File: config.mk
export PLATFORM = sky130hd
export DESIGN_NAME = mux10
export DESIGN_NICKNAME = d
export VERILOG_FILES = /design/src/rtl/mux10.sv
export SDC_FILE = /design/constraint.sdc
export NUM_CORES = 1
export LEC_CHECK = 0
export CORE_MARGIN = 2
export CORE_UTILIZATION = 32
export CTS_BUF_LIST = sky130_fd_sc_hd__clkbuf_16
export DETAILED_ROUTE_END_ITERATION = 10
export PLACE_DENSITY = 0.94
export SLEW_MARGIN = 20
export SYNTH_ARGS = -nofsm -noshare
export SYNTH_HDL_FRONTEND = slang
export SYNTH_SLANG_ARGS = --single-unit
File: constraint.sdc
create_clock -name clk -period 1 [get_ports clk]
set_input_delay 0.15 -clock clk [delete_from_list [all_inputs] [get_ports clk]]
set_output_delay 0.15 -clock clk [all_outputs]
set_load 0.02 [all_outputs]
File: src/rtl/mux10.sv
// Registered 10-to-1 word selector; select codes 10-15 give a zero word and raise s_err.
// Latency 1 cycle, no backpressure: the output register captures every edge.
module mux10 #(
    parameter int WIDTH = 16
) (
    input  logic             clk,
    input  logic             rst,
    input  logic [WIDTH-1:0] d0,
    input  logic [WIDTH-1:0] d1,
    input  logic [WIDTH-1:0] d2,
    input  logic [WIDTH-1:0] d3,
    input  logic [WIDTH-1:0] d4,
    input  logic [WIDTH-1:0] d5,
    input  logic [WIDTH-1:0] d6,
    input  logic [WIDTH-1:0] d7,
    input  logic [WIDTH-1:0] d8,
    input  logic [WIDTH-1:0] d9,
    input  logic [3:0]       s,
    output logic [WIDTH-1:0] y,
    output logic             s_err
);

    logic [WIDTH-1:0] sel_data;
    logic             err_next;

    // The default arm also catches X/Z on s, so no stale word can be held.
    always_comb begin
        sel_data = '0;
        err_next = 1'b0;
        case (s)
            4'd0:    sel_data = d0;
            4'd1:    sel_data = d1;
            4'd2:    sel_data = d2;
            4'd3:    sel_data = d3;
            4'd4:    sel_data = d4;
            4'd5:    sel_data = d5;
            4'd6:    sel_data = d6;
            4'd7:    sel_data = d7;
            4'd8:    sel_data = d8;
            4'd9:    sel_data = d9;
            default: begin
                sel_data = '0;
                err_next = 1'b1;
            end
        endcase
    end

    always_ff @(posedge clk or posedge rst) begin
        if (rst) begin
            y     <= '0;
            s_err <= 1'b0;
        end else begin
            y     <= sel_data;
            s_err <= err_next;
        end
    end

endmodule

==> metrics.yaml, run 1 <==
min_period_ns: 1.26
p_leak_nw: 2.02
finalSetupViolCount: 16
syn_inst: 211
syn_area_um2: 1850
yosysTopAreaCell: "dfrtp_1"
grt_usage: 0.368
hp-class: "input pin to async pin"
rsz0062_at_grt: "yes"
first_pass_iters: 5
drc: 0
rows: 27
required_ns: 1.10
violations: "negative setup slack"
core_region_area_um2: 5540
start_util: 0.334
htree_num_levels: 1
end_kind: "flop"
area_growth_pct: 148
overflow: 0
drt_iter0_markers: 315
criticalPathCategory: "input pin to flop"
seq_area_um2: 425
yosysUniqueCellTypes: 40
cp_max_fo: 6
die_area_um2: 6400
vias_per_cell: 6.33
finalSetupTns_ns: -2.50
die_w_um: 80.0
synth_edf_count: 0
place_inst: 487
synth_area_per_cell_um2: 8.76
slew_violations: 0
final-hold-violation-count: 0
outcome: "finished with violations"
crit_path_max_incr_delay_ns: 0.27
antenna_found_initial: 0
wirelength_um: 13400
maxCapViolCount: 0
grt_pass1_vias: 3324
drive_gt1_frac: 0.342
synth_flop_cell: "dfrtp_1"
detail_route.wl_per_cell_um: 26.0
clock.fmax_ghz: 0.793
design_area_um2: 4590
root_buffer: "clkbuf_16"
ys_ff_latch: 17
nets: 611
vias: 3272
clk_path_buf_depth: 2
grt_start_max_net_pins: 18
grt_pass1_wl_um: 17700
place.gp.congestion: 0.933
arrival_ns: 1.36
crit_slowest_cell: "a211oi_2"
setup.worst_path.start_class: "input pin"
fill_cells: 277
slew_headroom: 0.735
place_area_um2: 4050
cts.sinks: 17
clk_pin_slew_worst_paths_ns: 0.07
synthesis.nets: 377
yosysWarnings: 0
die_y_um: 80.0
dp_hpwl_um: 7910
power.density_nw_per_um2: 780
cts_buffers: 3
antenna_left: 0
synth_seq_area_share: 0.230
vdd_ir_drop_max_uv: 595
port_buffers: 182
setup_ws_ns: -0.261
ioPinCount: 183
multi_input_area_um2: 1570
final_cells: 517
ys_top_cells_by_area: "dfrtp_1 23%, mux2i_1 16%, a22o_1 8.1%"
worst_pin_slew_ns: 0.397
yosysTopAreaCellShare: 0.230
worstPathCellList: "buf_12, buf_12, buf_6, nand3b_1, buf_6, o2bb2ai_4, a211oi_2, o211ai_1"
async_flop_share: 1.00
p_total_w: 0.00358
post-route-period-util: 1.26
cts_tree: "built"
-- state kept, by name (all words and copies together), names as in the netlist --
name	count
s_err	1
y	16
-- worst max-delay path, delay by kind of cell --
kind                   cells  cell delay, ns
buffers and inverters      4            0.54
AO/OA/AOI/OAI              3            0.54
AND/OR/NAND/NOR            1            0.13
-- worst max path at each step --
stage | start | end | slack (ns) | cells past startpoint
after floorplan | s[1] | y[12] | -0.27 | 7
after global placement | s[3] | y[12] | -0.75 | 5
after detailed placement | s[2] | y[7] | -0.86 | 6
after CTS | s[3] | y[12] | -0.16 | 6
after global routing | s[3] | y[1] | -0.27 | 6
final | s[0] | y[15] | -0.26 | 8
-- metal layers --
| metal | GRT usage | vias up | share of wire |
|---|---|---|---|
| met2 | 0.658 | 367 | 0.48 |
| met1 | 0.381 | 1491 | 0.32 |
| met5 | 0 | - | 0 |
| met4 | 0.254 | 0 | 0.089 |
| met3 | 0.0735 | 123 | 0.11 |
| li1 | - | 1291 | - |
-- cells in the mapped netlist, types with 2 or more instances --
cell	number
or3_1	3
nand3b_1	2
clkbuf_1	4
buf_2	11
a22o_1	17
o211ai_1	5
a2111o_1	3
nand2_1	12
nand3_1	3
dfrtp_1	17
o22ai_1	6
a221oi_1	5
inv_1	3
nor3_1	8
buf_6	3
o2bb2ai_1	6
a211oi_1	4
mux2_2	10
nand4_1	2
mux2i_1	30
buf_4	3
nand2b_1	2
nor2b_1	7
a22oi_1	14
a21oi_1	3
nor2_1	14
-- cell families (layout without fill, tap and decap cells) --
logic type,Yosys count,in the layout,share of synthesized area
compound gates,68,68,0.294
simple gates,62,62,0.178
mux,40,40,0.223
buf+inv,24,257,0.0745
flops,17,17,0.230
other cells,0,1,0
-- power breakdown --
part | internal, W | switching, W
registers | 0.000763 | 0.0000292
clock network | 0.000538 | 0.000345
logic | 0.00111 | 0.000796
-- placed cells by master, fill, tap and decap left out, types with 4 or more instances in the layout --
cell	count
mux2i_1	24
a22o_1	17
mux2i_2	5
nand2_1	11
o211ai_1	5
a22oi_2	7
mux2_2	5
buf_2	19
a22oi_1	7
mux2_4	5
dfrtp_1	17
a211oi_2	4
nor2b_4	5
buf_8	4
buf_12	7
clkdlybuf4s50_1	144
nor3_1	7
dlygate4sd2_1	13
buf_6	15
nor2_1	10
buf_4	45
-- metrics by stage --
stage / setup slack, ns / hold WS, ns / util
3_3_place_gp: -0.748 / 0.482 / 0.730
4_1_cts: -0.161 / 0.240 / 0.808
5_1_grt: -0.265 / 0.258 / 0.828
2_1_floorplan: -0.268 / 0.0761 / -
3_5_place_dp: -0.862 / 0.505 / 0.730
6_report: -0.261 / 0.238 / 0.828
-- area by class of cell --
class	count	share of cell area
multi-input combinational	170	0.342
inverter	3	0.00245
sequential	17	0.0927
antenna	1	0.000545
clock inverter	1	0.00109
clock buffer	3	0.0164
tap	72	0.0196
timing repair buffer	250	0.525
-- repair_timing --
action                     4_1_cts  5_1_grt
setup buffers                   21        3
pin swaps                       30       12
setup endpoints to repair       34       17
cloned                           2        0
gates resized for setup        150       27
hold buffers                     0        0
(Power assumes the default switching activity.)
==> run 2: changes to the inputs <==
Settings changed: HOLD_SLACK_MARGIN from default to 0.1.
==> results of run 2 <==
The final DEF is identical to that of run 1; final timing and power are the same.
